**src/rtl/trans_pkg.sv**
```systemverilog
// Shared types and exception codes for the IF/MEM address-translation scheduler.
package trans_pkg;

  typedef enum logic [1:0] {
    S_IDLE,
    S_XLATE,
    S_WAIT,
    S_RESP
  } state_t;

  typedef enum logic {
    REQ_IF  = 1'b0,
    REQ_MEM = 1'b1
  } req_id_t;

  localparam logic [5:0] ECODE_PIL  = 6'h01;
  localparam logic [5:0] ECODE_PIS  = 6'h02;
  localparam logic [5:0] ECODE_PIF  = 6'h03;
  localparam logic [5:0] ECODE_PME  = 6'h04;
  localparam logic [5:0] ECODE_PPI  = 6'h07;
  localparam logic [5:0] ECODE_TLBR = 6'h3F;

  // Returns {excp, ecode}; checks are ordered so the highest-priority fault wins.
  function automatic logic [6:0] tlb_check(
    input logic       is_mem,
    input logic       is_store,
    input logic [1:0] cur_plv,
    input logic       hit,
    input logic       v,
    input logic       d,
    input logic [1:0] page_plv
  );
    logic [6:0] r;
    r = 7'b0;
    if (!hit)
      r = {1'b1, ECODE_TLBR};
    else if (!v)
      r = {1'b1, !is_mem ? ECODE_PIF : (is_store ? ECODE_PIS : ECODE_PIL)};
    else if (cur_plv > page_plv)
      r = {1'b1, ECODE_PPI};
    else if (is_store && !d)
      r = {1'b1, ECODE_PME};
    return r;
  endfunction

endpackage

```
**src/rtl/trans_rr_arb.sv**
```systemverilog
// Two-way round-robin arbiter: bit 0 is IF, bit 1 is MEM.
module trans_rr_arb
  import trans_pkg::*;
(
  input  logic [1:0] req,
  input  logic       last_grant,
  output logic [1:0] gnt
);

  // On contention the requester that was not served last time wins.
  always_comb begin
    gnt = req;
    if (req == 2'b11)
      gnt = (last_grant == REQ_MEM) ? 2'b01 : 2'b10;
  end

endmodule

```
**src/rtl/trans_req_sched.sv**
```systemverilog
// Schedules the shared addr_trans/TLB search path between IF and MEM, one request in flight.
module trans_req_sched
  import trans_pkg::*;
#(
  parameter int TLB_LAT = 1
) (
  input  logic        clk,
  input  logic        rstn,
  input  logic        flush,
  input  logic [1:0]  csr_plv,
  input  logic        if_req_valid,
  output logic        if_req_ready,
  input  logic [31:0] if_vaddr,
  input  logic        mem_req_valid,
  output logic        mem_req_ready,
  input  logic [31:0] mem_vaddr,
  input  logic        mem_is_store,
  output logic        resp_valid,
  input  logic        resp_ready,
  output logic        resp_id,
  output logic [31:0] resp_paddr,
  output logic [1:0]  resp_mat,
  output logic        resp_excp,
  output logic [5:0]  resp_ecode,
  output logic [31:0] at_vaddr,
  input  logic [31:0] at_paddr,
  input  logic        at_is_usetlb,
  input  logic [1:0]  at_mat,
  output logic        tlb_s_valid,
  output logic [18:0] tlb_s_vppn,
  output logic        tlb_s_odd,
  input  logic        tlb_s_hit,
  input  logic        tlb_s_v,
  input  logic        tlb_s_d,
  input  logic [1:0]  tlb_s_plv
);

  state_t      state, state_nxt;
  logic        last_grant;
  logic [31:0] vaddr_q;
  logic        id_q;
  logic        store_q;
  logic [7:0]  cnt;
  logic [31:0] paddr_q;
  logic [1:0]  mat_q;
  logic        excp_q;
  logic [5:0]  ecode_q;
  logic [1:0]  gnt;
  logic        accept;
  logic        tlb_done;
  logic [6:0]  chk;

  trans_rr_arb u_arb (
    .req        ({mem_req_valid, if_req_valid}),
    .last_grant (last_grant),
    .gnt        (gnt)
  );

  assign if_req_ready  = (state == S_IDLE) && !flush && gnt[0];
  assign mem_req_ready = (state == S_IDLE) && !flush && gnt[1];
  assign accept        = (if_req_ready && if_req_valid) || (mem_req_ready && mem_req_valid);
  assign tlb_done      = (state == S_WAIT) && (cnt == 8'(TLB_LAT - 1));
  assign chk           = tlb_check(id_q, store_q, csr_plv, tlb_s_hit, tlb_s_v, tlb_s_d, tlb_s_plv);

  // The latched vaddr stays on addr_trans for the whole request so at_paddr is valid when sampled.
  assign at_vaddr    = vaddr_q;
  assign tlb_s_valid = (state == S_XLATE) && at_is_usetlb;
  assign tlb_s_vppn  = vaddr_q[31:13];
  assign tlb_s_odd   = vaddr_q[12];

  assign resp_valid = (state == S_RESP);
  assign resp_id    = id_q;
  assign resp_paddr = paddr_q;
  assign resp_mat   = mat_q;
  assign resp_excp  = excp_q;
  assign resp_ecode = ecode_q;

  always_ff @(posedge clk) begin
    if (!rstn)
      state <= S_IDLE;
    else
      state <= state_nxt;
  end

  // Flush beats a same-cycle response handshake, so the response counts as undelivered.
  always_comb begin
    state_nxt = state;
    case (state)
      S_IDLE:  if (accept) state_nxt = S_XLATE;
      S_XLATE: state_nxt = flush ? S_IDLE : (at_is_usetlb ? S_WAIT : S_RESP);
      S_WAIT:  if (flush) state_nxt = S_IDLE;
               else if (tlb_done) state_nxt = S_RESP;
      S_RESP:  if (flush || resp_ready) state_nxt = S_IDLE;
      default: state_nxt = S_IDLE;
    endcase
  end

  always_ff @(posedge clk) begin
    if (!rstn) begin
      last_grant <= REQ_MEM;
      vaddr_q    <= '0;
      id_q       <= 1'b0;
      store_q    <= 1'b0;
      cnt        <= '0;
      paddr_q    <= '0;
      mat_q      <= '0;
      excp_q     <= 1'b0;
      ecode_q    <= '0;
    end else begin
      if (accept) begin
        id_q    <= mem_req_ready;
        vaddr_q <= mem_req_ready ? mem_vaddr : if_vaddr;
        store_q <= mem_req_ready && mem_is_store;
      end
      if (state == S_XLATE)
        cnt <= '0;
      else if (state == S_WAIT)
        cnt <= cnt + 8'd1;
      if (state == S_XLATE && !at_is_usetlb) begin
        paddr_q <= at_paddr;
        mat_q   <= at_mat;
        excp_q  <= 1'b0;
        ecode_q <= '0;
      end
      if (tlb_done) begin
        paddr_q <= chk[6] ? 32'h0 : at_paddr;
        mat_q   <= at_mat;
        excp_q  <= chk[6];
        ecode_q <= chk[5:0];
      end
      if (state == S_RESP && resp_ready && !flush)
        last_grant <= id_q;
    end
  end

endmodule
```
**config.mk**
```make
export PLATFORM = sky130hd
export DESIGN_NAME = trans_req_sched
export DESIGN_NICKNAME = d
export VERILOG_FILES = /design/src/rtl/trans_pkg.sv /design/src/rtl/trans_rr_arb.sv /design/src/rtl/trans_req_sched.sv
export SDC_FILE = /design/constraint.sdc
export NUM_CORES = 1
export LEC_CHECK = 0
export ABC_AREA = 1
export ABC_CLOCK_PERIOD_IN_PS = 1850
export BUFFER_PORTS_ARGS = -buffer_cell sky130_fd_sc_hd__buf_2
export CORE_ASPECT_RATIO = 1.4
export CORE_UTILIZATION = 25
export DETAILED_ROUTE_END_ITERATION = 6
export GPL_TIMING_DRIVEN = 1
export PLACE_DENSITY_LB_ADDON = 0.3
export SYNTH_ARGS = -nofsm -noshare
export SYNTH_HDL_FRONTEND = slang
export SYNTH_HIERARCHICAL = 1
export SYNTH_SLANG_ARGS = --single-unit
```
**constraint.sdc**
```tcl
create_clock -name clk -period 1.85 [get_ports clk]
set_input_delay 0.37 -clock clk [delete_from_list [all_inputs] [get_ports clk]]
set_output_delay 0.37 -clock clk [all_outputs]
set_load 0.05 [all_outputs]
```
==> impl_metrics.tcl, run 1 <==
set metrics [dict create \
    synth_nets 723 \
    clk_pin_slew_worst_paths_ps 70 \
    grt_pass1_vias 3696 \
    dieArea_sq_mm 0.0167 \
    grt_antenna_before_repair 1 \
    grt_first_pass_wirelength_microns 18000 \
    fp.dieH_microns 152 \
    initial_core_util_pct 25.8 \
    drv_slew 0 \
    place_ws_ps 24.2 \
    cts_tree "done" \
    clk-insertion-delay-late_ps 340 \
    r2r.worst_path.cells 10 \
    max-slew-margin-rel_pct 77.0 \
    clockRootBuffer "clkbuf_16" \
    slowest_stage "dfxtp_1" \
    outcome "finished, final reports clean" \
    clkSinkCount 84 \
    synth_seq_cells 84 \
    syn_inst 606 \
    fill_cells 1768 \
    core-area_sq_mm 0.0157 \
    clk_path_buf_depth 2 \
    die_w_microns 109 \
    crit_path_cell_trace "nor2_4, nand3_2, inv_4, buf_4" \
    place_congestion 0.732 \
    seqCellArea_sq_mm 0.00168 \
    final_util_pct 34.8 \
    boundaryPins 211 \
    viasPerCell 4.23 \
    multiInputGateArea_sq_mm 0.00179 \
    end_kind "primary output" \
    crit_type "flip-flop to primary output" \
    rsz0062_at_grt "no" \
    critPathMaxFanout 10 \
    numCtsBuffers 9 \
    drive_gt1_share_pct 32.5 \
    power-per-cell-area_mw_per_mm2 994 \
    drc_errors 0 \
    crit_required_ps 1480 \
    clock_skew_ps 13.1 \
    wl_microns 11600 \
    first_iter_violations 140 \
    synthMuxAreaShare_pct 0 \
    num_rows 54 \
    max_stage_delay_ps 380 \
    whs_path_depth 3 \
    vias 4196 \
    syn-cell-area_sq_mm 0.00404 \
    setup_ws_ps 98.2 \
    setup_violations 0 \
    tns_ps 0 \
    final_nets 909 \
    min_path_type "input pin to flip-flop" \
    clock.fmax_ghz 0.571 \
    synth_warnings 6 \
    synth_simple_gate_area_share_pct 31.6 \
    finalHoldViolCount 0 \
    seq_area_frac_synth_pct 41.6 \
    io_buffers 210 \
    final_cells 993 \
    max_slew.worst_pin.slew_ps 344 \
    htree_levels 3 \
    synth_compound_gate_area_share_pct 11.2 \
    wl_per_cell_microns 11.7 \
    synth_top_family_by_area "simple AND/OR/NAND/NOR gates" \
    ir_worst_vdd_mv 0.382 \
    area_growth_pct 35.2 \
    n_antenna_cell 0 \
    antenna_left 0 \
    post-cts-setup-buffers 0 \
    timing.hold.ws_ps 291 \
    synth_fa_ha_area_share_pct 1.24 \
    dp_hpwl_microns 8780 \
    synthesis.area_per_instance_sq_um 6.67 \
    grtUsageTotal_pct 13.8 \
    fin_crit_sh_pct 94.7 \
    leakage_nw 3.00 \
    start_kind "flip-flop" \
    synth_xor_area_share_pct 0.217 \
    place_inst 977 \
    fin_crit_ps 1750 \
    overflow 0 \
    ys_types 30 \
    arrival_ps 1380 \
    grt_max_degree 36 \
    max_cap_violations 0 \
    dr.pass1.iters 4 \
]
[sequential cells by signal, indices dropped and copies added, names as in the netlist, 2 cells and up]
signal      count
resp_paddr     32
resp_ecode      4
at_vaddr       32
cnt             8
resp_mat        2
state           2
[power by group]
group | internal, mW | total, mW | switching (mW)
clock network | 0.987 | 1.75 | 0.762
logic | 0.438 | 1.61 | 1.18
registers | 1.97 | 2.06 | 0.0936
total | 3.39 | 5.43 | 2.03
[layer usage]
layer  vias to the layer above  global-route usage [%]  share of wire (%)
met2                       185                    23.8                 47
met5                         -                       0               0.11
met1                      1771                    16.2                 43
li1                       2228                       -                  -
met3                        10                    3.93                8.8
met4                         2                    4.19                1.1
[worst paths after layout]
check                              from                          to  slack, ps
min                           at_mat[0]    resp_mat[0]$_SDFFE_PN0P_        290
min reg2reg  resp_ecode[1]$_SDFFE_PN0P_  resp_ecode[1]$_SDFFE_PN0P_        480
max               state[1]$_SDFFE_PN0P_               mem_req_ready        100
max reg2reg         cnt[0]$_SDFFE_PP0N_  resp_paddr[3]$_SDFFE_PN0P_        180
[worst max-delay path: cells and delay by family, from the launching register on]
family,cells,cell delay (ps)
flops,1,380
buf+inv,2,350
simple gates,2,300
[cell usage after synthesis, drive strengths merged]
cell type	number	area (sq um)
a211oi	1	7.51
a21oi	16	80.1
a31oi	1	6.26
and3	1	6.26
buf	43	313
clkbuf	7	26.3
dfxtp	84	1680
ha	4	50.1
inv	62	233
nand2	174	678
nand3	20	105
nand4	3	18.8
nor2	113	434
nor3	3	20.0
o21ai	71	359
or2	2	12.5
xnor2	1	8.76
[metrics by stage]
stage          cell area, sq um  total power, mW
2_1_floorplan              4050             3.33
6_report                   5460             5.43
5_1_grt                    5460             5.72
3_3_place_gp               5160             3.72
4_1_cts                    5460             5.51
3_5_place_dp               5160             3.72
[what timing repair did]
action | CTS | global route
pin swaps | 0 | 0
hold buffers | 0 | 0
endpoints found under the setup margin | 1 | 34
resized for setup | 1 | 2
[placed cells by master (no fill, tap or decap), drive strengths merged]
master	count
ha	4
clkinv	3
nor3	3
nand3	20
clkbuf	11
nor2	113
buf	225
a21oi	16
xnor2	1
a211oi	1
dfxtp	84
nand4	3
clkinvlp	1
nand2	174
a31oi	1
o21ai	71
inv	63
and3	1
or2	2
[cells by family (layout without fill, tap and decap cells)]
group,after synthesis,count (layout)
compound gates,89,89
buf+inv,112,303
xor+xnor,1,1
simple gates,316,316
fa+ha+maj,4,4
flops,84,84
[area by class of cell]
class,instances,share of cell area [%]
Tap cell,196,4.49
Clock inverter,5,0.642
Timing Repair Buffer,225,22.3
Multi-Input combinational cell,410,32.9
Sequential cell,84,30.8
Clock buffer,11,4.63
Inverter,62,4.31
Note: power is estimated with default switching activity, not from simulation.
==> inputs of run 2 (changes only) <==
SYNTH_HIERARCHICAL = unset   (was 1)
==> run 2 against run 1 <==
Net effect:
- clock power shrank 3%
- sequential share of layout area fell by 0.34 points
- clock-buffer cell count fell by 1
- critical endpoint is now if_req_ready
- highest routed layer is now met4
==> impl_metrics.tcl, run 2 <==
set metrics [dict create \
    grt_first_pass_wirelength_microns 19100 \
    p_clk_share_pct 33.2 \
    synth_warnings 0 \
    leakage_nw 2.84 \
    max_stage_delay_ps 370 \
    dr.pass1.iters 4 \
    drc_errors 0 \
    wl_per_cell_microns 12.1 \
    dp_hpwl_microns 8740 \
    ys.flop_type "dfxtp_1" \
    power-per-cell-area_mw_per_mm2 922 \
    viasPerCell 4.37 \
    place_inst 950 \
    path_delay_family "buffers and inverters" \
    max_slew.worst_pin.slew_ps 452 \
    first_iter_violations 202 \
    rsz0062_at_grt "no" \
    final_nets 881 \
    p_int_mw 3.27 \
    drive_gt1_share_pct 34.5 \
    synth_common_cells "165 x nand2_1, 84 x dfxtp_1, 58 x inv_1, 52 x nor2_1, 47 x nand3_1" \
    finalHoldViolCount 0 \
    place_congestion 0.757 \
    cts_resized 0 \
    crit_type "flip-flop to primary output" \
    yosys.area.top_type_share_pct 40.5 \
    setup_violations 0 \
    synth-edff-count 0 \
    drv_slew 0 \
    synthesis.area_per_instance_sq_um 7.17 \
    cts_hold_buf 0 \
    seq_area_frac_synth_pct 40.5 \
    overflow 0 \
    ys_types 28 \
    end_kind "primary output" \
    syn-cell-area_sq_mm 0.00415 \
    start_kind "flip-flop" \
    clock.fmax_ghz 0.571 \
    grtUsageTotal_pct 13.7 \
    setup_ws_ps 97.3 \
    synth_nets 696 \
    swShare_pct 35.8 \
    wl_microns 11700 \
    synth_seq_cells 84 \
    clockRootBuffer "clkbuf_16" \
    die_w_microns 111 \
    reg2reg_setup_slack_ps 280 \
    ir_worst_vdd_mv 0.363 \
    synth_area_leaders "dfxtp_1 41%, nand2_1 15%, nand3b_1 6.2%, nand3_1 5.7%, inv_1 5.2%" \
    critPathMaxFanout 4 \
    timing.rr.start "cnt[0]$_SDFFE_PP0N_" \
    clock_skew_ps 10.3 \
    grt_max_degree 41 \
    io_buffers 210 \
    p_seq_share_pct 39.6 \
    vias 4228 \
    cts_tree "done" \
    clk_path_buf_depth 2 \
    dieArea_sq_mm 0.0171 \
    combPwrFrac_pct 27.2 \
    crit_path_start "state[0]$_SDFFE_PN0P_" \
    core-area_sq_mm 0.0162 \
    final_cells 968 \
    num_rows 55 \
    crit_required_ps 1480 \
    numCtsBuffers 9 \
    arrival_ps 1380 \
    clkSinkCount 84 \
    final_cell_mix "210 x buf_2, 165 x nand2_1, 84 x dfxtp_1" \
    clk-insertion-delay-late_ps 340 \
    grt_pass1_vias 3886 \
    initial_core_util_pct 25.7 \
    layout_commonest_cell "buf_2" \
    synth_most_common_cell "nand2_1" \
    place_ws_ps 179 \
    max-slew-margin-rel_pct 69.9 \
    area_growth_pct 33.0 \
    async_flop_share_pct 0 \
    n_antenna_cell 0 \
    antenna_left 0 \
    timing.hold.ws_ps 264 \
    syn_inst 579 \
    tns_ps 0 \
    slowest_stage "dfxtp_1" \
    crit_path_cell_trace "inv_2, nand2_1, nor2_2, nand2_2, clkinv_2, buf_2" \
    htree_levels 3 \
    fp.dieH_microns 154 \
    fin_crit_ps 1750 \
    min_from "at_mat[0]" \
    min_path_type "input pin to flip-flop" \
    fin_crit_sh_pct 94.7 \
    boundaryPins 211 \
    grt_antenna_before_repair 0 \
    outcome "finished, final reports clean" \
    clk_pin_slew_worst_paths_ps 70 \
    power_switching_mw 1.82 \
    yosys.area.top_type "dfxtp_1" \
    cp_num_buf_inv 3 \
    post-cts-setup-buffers 0 \
    max_cap_violations 0 \
]
## run 2: cell count changes after synthesis, moves of 3 or more
cell / delta
a21oi_1: -3
a31oi_1: +32
buf_6: +7
nand2_1: -3
nand3_1: +28
nand3b_1: +34
nor2_1: -59
o21ai_0: -35
o21ai_1: -28
## run 2: power groups by stage
| stage | logic, mW | clock network, mW | registers (mW) |
|---|---|---|---|
| after floorplan | 0.620 | 0 | 2.48 |
| after global placement | 1.39 | 0 | 2.05 |
| after detailed placement | 1.39 | 0 | 2.05 |
| after CTS | 1.40 | 1.76 | 2.01 |
| after global routing | 1.50 | 1.83 | 2.03 |
| final | 1.38 | 1.69 | 2.01 |
## run 2: cells by family after synthesis
kind of cell	synth area share [%]
compound gates	7.75
xor+xnor	0.211
fa+ha+maj	1.21
buf+inv	14.8
flops	40.5
simple gates	35.5
## run 2: path summary, 6_finish.rpt
| kind | endpoint | cells past startpoint |
|---|---|---|
| hold reg to reg | resp_id$_SDFFE_PN0P_ | 2 |
| setup reg to reg | resp_mat[1]$_SDFFE_PN0P_ | 10 |
| setup / recovery | if_req_ready | 6 |
| hold / removal | resp_mat[0]$_SDFFE_PN0P_ | 3 |
## run 2: worst register-to-register path: cells and delay by family, from the launching register on
family	cells	cell delay [ps]
buffers and inverters	4	410
AND/OR/NAND/NOR	5	570
adder cells (fa/ha/maj)	1	180
flip-flops	1	320
## run 2: metrics by stage
step	instance area, sq um	utilization (%)	power, mW
floorplan	4150	-	3.10
global placement	5230	32.3	3.45
detailed placement	5230	32.3	3.45
CTS	5510	34.1	5.18
global route	5520	34.1	5.35
finish	5520	34.1	5.09
## run 2: layout make-up
class                           count  area [sq um]
Timing Repair Buffer              227          1220
Inverter                           64           241
Multi-Input combinational cell    378          1850
Sequential cell                    84          1680
Clock buffer                       10           229
Fill cell                        1802         10700
Tap cell                          199           249
Clock inverter                      6          50.0
## run 2: routing by layer
metal  up-vias  track usage (%)  wire length (microns)
met5         -                0                      0
met1      1852             16.2                   5040
met4         0             6.22                    233
li1       2193                -                      -
met3        15             2.98                    821
met2       168             23.5                   5630
==> inputs of run 3 (changes only) <==
CORE_MARGIN = 5   (was unset)
CORE_UTILIZATION = 30   (was 25)
REMOVE_ABC_BUFFERS = 1   (was unset)
==> run 3 against run 2 <==
Net effect:
- final cell count down 1.5%
- global-route usage increased by 1.9 points
- critical path depth did not move
- register-to-register slack got worse by 70 ps
- worst hold slack about the same
- die area shrank 4.7%
- flip-flop and latch count is the same
- cell area hardly changed
- via count up 1.2%
- worst setup slack gained 19 ps
- sequential power barely moved
- largest cell class unchanged
==> impl_metrics.tcl, run 3 (same netlist as run 2, synthesis figures left out) <==
set metrics [dict create \
    seqCellArea_sq_mm 0.00168 \
    finalHoldViolCount 0 \
    grt_antenna_before_repair 0 \
    wl_microns 12800 \
    placed_cell_area_sq_mm 0.00522 \
    ir_worst_vdd_mv 0.391 \
    max-slew-margin-rel_pct 71.5 \
    grt_pass1_vias 4296 \
    final_nets 880 \
    place_inst 937 \
    dr.pass1.iters 4 \
    cp_num_buf_inv 3 \
    cts_tree "done" \
    max_slew.worst_pin.slew_ps 427 \
    start_kind "flip-flop" \
    viasPerCell 4.49 \
    max_cap_violations 0 \
    clkSinkCount 84 \
    clk_pin_slew_worst_paths_ps 60 \
    place_ws_ps 195 \
    path_delay_family "buffers and inverters" \
    first_iter_violations 236 \
    die_w_microns 109 \
    end_kind "primary output" \
    multiInputGateArea_sq_mm 0.00185 \
    min_path_type "input pin to flip-flop" \
    wl_per_cell_microns 13.4 \
    fp.dieH_microns 149 \
    grt_max_degree 40 \
    dr_wl_met2_microns 5780 \
    crit_required_ps 1480 \
    antenna_left 0 \
    slowest_stage "dfxtp_1" \
    outcome "finished, final reports clean" \
    place_congestion 0.779 \
    initial_core_util_pct 30.3 \
    crit_path_cell_trace "inv_2, nand2_1, nor2_2, nand2_2, inv_4, buf_6" \
    wl_met1_microns 5270 \
    layout_commonest_cell "buf_2" \
    drc_errors 0 \
    setup_ws_ps 116 \
    critPathMaxFanout 10 \
    grtUsageTotal_pct 15.6 \
    wl_met3_microns 1540 \
    final_util_pct 40.3 \
    overflow 0 \
    clk_path_buf_depth 2 \
    clk-insertion-delay-late_ps 330 \
    n_antenna_cell 0 \
    leakage_nw 2.85 \
    fin_crit_ps 1730 \
    top_layer_used "met4" \
    numCtsBuffers 9 \
    area_growth_pct 33.2 \
    fin_crit_sh_pct 93.7 \
    clock_skew_ps 7.53 \
    crit_type "flip-flop to primary output" \
    grt_first_pass_wirelength_microns 20300 \
    htree_levels 3 \
    io_buffers 210 \
    power-per-cell-area_mw_per_mm2 951 \
    clock.fmax_ghz 0.577 \
    boundaryPins 211 \
    final_area_sq_mm 0.00553 \
    clockRootBuffer "clkbuf_16" \
    core-area_sq_mm 0.0137 \
    arrival_ps 1360 \
    drive_gt1_share_pct 34.5 \
    dp_hpwl_microns 9780 \
    vias 4280 \
    fill_cells 1453 \
    final_cell_mix "209 x buf_2, 165 x nand2_1, 83 x dfxtp_1" \
    num_rows 51 \
    dieArea_sq_mm 0.0163 \
    drv_slew 0 \
    max_stage_delay_ps 320 \
    setup_violations 0 \
    timing.hold.ws_ps 264 \
    post-cts-setup-buffers 0 \
    final_cells 953 \
]
-- run 3: cell types whose count changed in the layout (fill, tap and decap cells not counted), sizes merged --
cell | before | now
clkinv | 4 | 0
inv | 64 | 67
buf | 227 | 226
bufinv | 0 | 1
-- run 3: where the power goes --
part	total, mW	switching (mW)	internal, mW
Sequential	2.01	0.0712	1.94
Combinational	1.41	0.997	0.410
Clock	1.83	0.772	1.06
Total	5.25	1.84	3.41
-- run 3: final timing paths --
path / from / endpoint / slack (ps) / depth (start not counted)
worst max-delay path: state[1]$_SDFFE_PN0P_ / if_req_ready / 120 / 6
worst min-delay path: at_mat[0] / resp_mat[0]$_SDFFE_PN0P_ / 260 / 3
worst max register to register: cnt[0]$_SDFFE_PP0N_ / resp_paddr[19]$_SDFFE_PN0P_ / 210 / 10
worst min register to register: resp_id$_SDFFE_PN0P_ / resp_id$_SDFFE_PN0P_ / 470 / 2
-- run 3: final cells by class --
| cell class | instances | share of cell area [%] |
|---|---|---|
| multi-input combinational | 378 | 33.6 |
| sequential | 84 | 30.5 |
| timing repair buffer | 226 | 22.0 |
| inverter | 64 | 4.39 |
| tap | 185 | 4.19 |
| clock buffer | 10 | 4.14 |
| clock inverter | 6 | 1.29 |
-- run 3: per-stage QoR --
stage	TNS [ps]	power [mW]
global placement	0	3.47
CTS	0	5.33
floorplan	-2760	3.01
global route	-6.86	5.51
detailed placement	0	3.46
finish	0	5.25
-- run 3: worst reg2reg max path: stages (launching register included) --
cell and delay [ps]:
dfxtp_1 320, inv_1 90, ha_1 190, inv_1 60
nor3_2 160, nand4_4 100, nand2_2 190, buf_4 230
nand2_1 70, nand2_1 60, nor2_1 40
-- run 3: what timing repair did --
| item | CTS | global route |
|---|---|---|
| hold buffers | 0 | 0 |
| cloned | 0 | 0 |
| resized for setup | 2 | 2 |
| setup endpoints to repair | 1 | 1 |
-- run 3: layer usage --
metal | global-route usage [%] | up-vias
met5 | 0 | -
met4 | 4.99 | 0
met3 | 6.19 | 15
met2 | 25.6 | 211
met1 | 18.4 | 1865
li1 | - | 2189
